<file path="src/rtl/spi_ram_master.sv">
// SPI master for the SPI-slave/RAM pair: serialises one 10-bit command per frame
// on MOSI and, for read-data frames, captures the returned byte from MISO.
module spi_ram_master #(
   parameter int RD_WAIT = 2
) (
   input  logic       clk,
   input  logic       rst_n,
   input  logic       cmd_valid,
   output logic       cmd_ready,
   input  logic [1:0] cmd_type,
   input  logic [7:0] cmd_data,
   output logic       rsp_valid,
   output logic [7:0] rsp_data,
   output logic       MOSI,
   output logic       SS_n,
   input  logic       MISO
);

   localparam logic [2:0] S_IDLE      = 3'd0;
   localparam logic [2:0] S_START     = 3'd1;
   localparam logic [2:0] S_SEL       = 3'd2;
   localparam logic [2:0] S_SHIFT_OUT = 3'd3;
   localparam logic [2:0] S_WAIT      = 3'd4;
   localparam logic [2:0] S_SHIFT_IN  = 3'd5;
   localparam logic [2:0] S_END       = 3'd6;

   localparam logic [3:0] WAIT_LAST = (RD_WAIT > 0) ? 4'(RD_WAIT - 1) : 4'd0;

   logic [2:0] state, state_nxt;
   logic [3:0] cnt;
   logic [9:0] sreg;
   logic [6:0] rx;
   logic       rd_frame;
   logic       mosi_nxt;

   always_comb begin
      state_nxt = state;
      case (state)
         S_IDLE:      if (cmd_valid) state_nxt = S_START;
         S_START:     state_nxt = S_SEL;
         S_SEL:       state_nxt = S_SHIFT_OUT;
         S_SHIFT_OUT: if (cnt == 4'd9) begin
                         if (!rd_frame)        state_nxt = S_END;
                         else if (RD_WAIT > 0) state_nxt = S_WAIT;
                         else                  state_nxt = S_SHIFT_IN;
                      end
         S_WAIT:      if (cnt == WAIT_LAST) state_nxt = S_SHIFT_IN;
         S_SHIFT_IN:  if (cnt == 4'd7) state_nxt = S_END;
         S_END:       state_nxt = S_IDLE;
         default:     state_nxt = S_IDLE;
      endcase
   end

   // Outputs are registered from the next state, so MOSI leads the shift
   // register by one bit while SHIFT_OUT is running.
   always_comb begin
      mosi_nxt = 1'b0;
      if (state_nxt == S_SEL || state == S_SEL) mosi_nxt = sreg[9];
      else if (state_nxt == S_SHIFT_OUT)        mosi_nxt = sreg[8];
   end

   always_ff @(posedge clk or negedge rst_n) begin
      if (!rst_n) begin
         state     <= S_IDLE;
         cnt       <= 4'd0;
         sreg      <= 10'd0;
         rx        <= 7'd0;
         rd_frame  <= 1'b0;
         SS_n      <= 1'b1;
         MOSI      <= 1'b0;
         cmd_ready <= 1'b1;
         rsp_valid <= 1'b0;
         rsp_data  <= 8'h00;
      end else begin
         state <= state_nxt;
         cnt   <= (state_nxt != state) ? 4'd0 : cnt + 4'd1;
         if (state == S_IDLE && cmd_valid) begin
            sreg     <= {cmd_type, cmd_data};
            rd_frame <= &cmd_type;
            rx       <= 7'd0;
         end else if (state == S_SHIFT_OUT) begin
            sreg <= {sreg[8:0], 1'b0};
         end
         // MISO only reaches state while the slave is driving it
         if (state == S_SHIFT_IN) rx <= {rx[5:0], MISO};
         if (state == S_SHIFT_IN && state_nxt == S_END) rsp_data <= {rx, MISO};
         SS_n      <= (state_nxt == S_IDLE) || (state_nxt == S_END);
         cmd_ready <= (state_nxt == S_IDLE);
         MOSI      <= mosi_nxt;
         rsp_valid <= (state_nxt == S_END) && rd_frame;
      end
   end

endmodule

</file>
<file path="config.mk">
export PLATFORM = sky130hd
export DESIGN_NAME = spi_ram_master
export DESIGN_NICKNAME = d
export VERILOG_FILES = /design/src/rtl/spi_ram_master.sv
export SDC_FILE = /design/constraint.sdc
export NUM_CORES = 1
export LEC_CHECK = 0
export BUFFER_PORTS_ARGS = -buffer_cell sky130_fd_sc_hd__buf_2
export CORE_MARGIN = 1
export CORE_UTILIZATION = 40
export CTS_CLUSTER_DIAMETER = 120
export DETAILED_ROUTE_END_ITERATION = 12
export PLACE_DENSITY = 0.7
export SYNTH_ARGS = -nofsm -noshare
export SYNTH_HDL_FRONTEND = slang
export SYNTH_SLANG_ARGS = --single-unit
</file>
<file path="constraint.sdc">
create_clock -name clk -period 1.4 [get_ports clk]
set_input_delay 0.14 -clock clk [delete_from_list [all_inputs] [get_ports clk]]
set_output_delay 0.14 -clock clk [all_outputs]
set_load 0.03 [all_outputs]
</file>
==> flow_summary.json <==
{
  "pwr-share-comb": 0.384,
  "syn_nets": 177,
  "p_per_area_nw_per_um2": 1720,
  "vias_per_cell": 5.32,
  "ios": 26,
  "critPathMaxFanout": 5,
  "ys.flop_type": "dfrtp_1",
  "hold_path_class": "in -> reg",
  "violations": "negative setup slack",
  "utilization": 0.588,
  "ant_nets": 0,
  "drt-initial-drc-count": 97,
  "reg2reg_slack_ps": -50,
  "wl_um": 3850,
  "hold_start": "MISO",
  "fin_ws_ps": -53.8,
  "outcome": "complete, but fails checks",
  "power_mw": 4.10,
  "worst_pin_slew_ps": 442,
  "path_class": "reg -> reg",
  "grt_max_degree": 21,
  "vias": 1382,
  "grt_remaining_overflow": 0,
  "clk_pin_slew_ps": 70,
  "cts_root_buffer": "clkbuf_8",
  "synth-edff-count": 0,
  "synthArstFlopShare": 1.00,
  "synth_compound_area_frac": 0.100,
  "min_path_cells": 3,
  "clkPwrFrac": 0.231,
  "intPower_mw": 2.72,
  "clk_latency_ps": 290,
  "slew_headroom": 0.705,
  "wire_per_inst_um": 14.8,
  "cp_cell_sequence": "inv_2 -> ha_4 -> buf_6 -> nand4bb_4 -> o32ai_4 -> buf_12 -> a311oi_2",
  "min_period_ps": 1450,
  "synth_cell_types": 39,
  "final_common_cell": "nand2_1",
  "clockBufferDepth": 2,
  "cts_tree": "built",
  "syn2layout_area_growth_pct": 38.3,
  "nets": 225,
  "max_cap_viol_count": 0,
  "slew_violations": 0,
  "max_freq_ghz": 0.688,
  "reg2reg_depth": 7,
  "period_share": 1.04,
  "synth_area_um2": 1720,
  "critPathSlowestCell": "dfrtp_1",
  "r2r_start": "cnt[1]",
  "p_sw_frac": 0.335,
  "syn_inst": 161,
  "diodes": 0,
  "final_cells": 260,
  "die-area_um2": 4580,
  "cp_top_family": "flip-flops",
  "grt_first_pass_wirelength_um": 6070,
  "grt_antenna_before_repair": 0,
  "cp-end-kind": "flip-flop",
  "critical_path_arrival_ps": 1650,
  "layout_common_cells": "nand2_1, dfrtp_1, buf_2, buf_4, nand3_1",
  "core_um2": 4060,
  "rsz0062_at_grt": "true",
  "synth-simple-area-share": 0.239,
  "syn-mean-instance-area_um2": 10.7,
  "layout-drive-gt1-share": 0.462,
  "synthXorXnorAreaFrac": 0.0102,
  "cts_inserted_buffers": 5,
  "clock_skew_ps": 5.69,
  "cp-start-kind": "flip-flop",
  "initial_utilization": 0.425,
  "synthMuxAreaShare": 0.0522,
  "r2r_end": "SS_n",
  "hold_slack_ps": 64.3,
  "synthAdderAreaFrac": 0.0145,
  "dr.pass1.iters": 4,
  "power_leakage_nw": 1.10,
  "ys_seq_area_frac": 0.538,
  "ys_seq_elements": 37,
  "hold_viol": 0,
  "worst-path-buf-inv": 3,
  "dp_cells": 245,
  "drc_errors": 0,
  "rows": 23,
  "ys_warn_count": 0,
  "required_ps": 1600,
  "cts_sinks": 37,
  "setup_viol": 13,
  "ir_drop_mv": 0.849,
  "gp_congestion": 0.845,
  "dpl.hpwl_um": 2510,
  "gr-usage-all-layers": 0.181,
  "dieWidth_um": 67.7,
  "synth_top_family_by_area": "simple AND/OR/NAND/NOR gates",
  "numPortBuffers": 25,
  "slowest_delay_ps": 420,
  "die_h_um": 67.7,
  "seqPwrFrac": 0.385,
  "p_sw_mw": 1.37,
  "min_to": "rx[0]",
  "ctsHtreeMaxLevel": 2,
  "grt_pass1_vias": 1305
}
-- per-stage QoR --
step,setup slack [ps],area (um2),TNS [ps]
floorplan,-53.8,1770,-902
global placement,-58.9,2050,-542
detailed placement,-86.8,2050,-1080
CTS,-34.3,2280,-234
global route,-94.3,2380,-934
finish,-53.8,2380,-207
-- Yosys cell counts (3+ instances only) --
master	instances	area, um2
dfrtp_1	35	876
nand2_1	33	124
nand3_1	16	80.1
mux2_2	8	90.1
nor2_1	5	18.8
nor3_1	5	25.0
a31oi_1	4	25.0
and3b_1	4	35.0
buf_6	4	45.0
o21ai_0	4	20.0
a22oi_1	3	22.5
buf_2	3	15.0
inv_1	3	11.3
nor2_2	3	18.8
-- layer usage --
| metal | vias to the layer above | GRT usage | part of all wire |
|---|---|---|---|
| li1 | 668 | - | - |
| met1 | 681 | 0.242 | 0.45 |
| met4 | 0 | 0.0745 | 0.017 |
| met2 | 26 | 0.276 | 0.51 |
| met5 | - | 0 | 0 |
| met3 | 7 | 0.0456 | 0.027 |
-- how the worst max path moves through the flow --
stage	from	end	cells after the start
final	cnt[1]	SS_n	7
after global routing	cnt[1]	SS_n	7
after CTS	cnt[0]	rsp_data[4]	5
after detailed placement	state[0]	sreg[3]	3
after global placement	state[0]	sreg[2]	3
after floorplan	state[2]	sreg[5]	6
-- worst reg2reg max path, stage by stage (launching register included) --
cell       delay, ps
dfrtp_1          420
inv_2             60
ha_4             170
buf_6            110
nand4bb_4         90
o32ai_4          110
buf_12           150
a311oi_2         250
-- flip-flops by register name, summed over array words and instances, names as in the netlist --
name,count
state,3
rd_frame,1
cnt,4
rsp_valid,1
cmd_ready,1
sreg,10
rsp_data,8
MOSI,1
SS_n,1
rx,7
-- area by class of cell --
type	count	area [um2]
Clock buffer	7	86.3
Multi-Input combinational cell	114	908
Tap cell	50	62.6
Fill cell	332	1670
Inverter	3	11.3
Timing Repair Buffer	48	353
Clock inverter	1	30.0
Sequential cell	37	933
-- power groups by stage --
| stage | Combinational [mW] | Clock [mW] | Sequential (mW) |
|---|---|---|---|
| 3_3_place_gp | 1.19 | 0 | 1.54 |
| 5_1_grt | 1.74 | 1.01 | 1.62 |
| 3_5_place_dp | 1.20 | 0 | 1.55 |
| 2_1_floorplan | 0.759 | 0 | 1.57 |
| 6_report | 1.57 | 0.945 | 1.58 |
| 4_1_cts | 1.34 | 0.966 | 1.55 |
-- logic make-up (layout without fill, tap and decap cells) --
logic type,Yosys count,in the layout
simple gates,78,80
compound gates,22,22
xor+xnor,2,2
flops,37,37
buf+inv,12,59
mux,8,8
fa+ha+maj,2,2
-- what timing repair did --
action / 4_1_cts / 5_1_grt
cloned: 2 / 0
hold endpoints to repair: 15 / 0
gates resized for setup: 17 / 15
endpoints found under the setup margin: 30 / 31
hold buffers: 1 / 0
pin swaps: 7 / 9
setup buffers: 1 / 3
(Power assumes the default switching activity.)
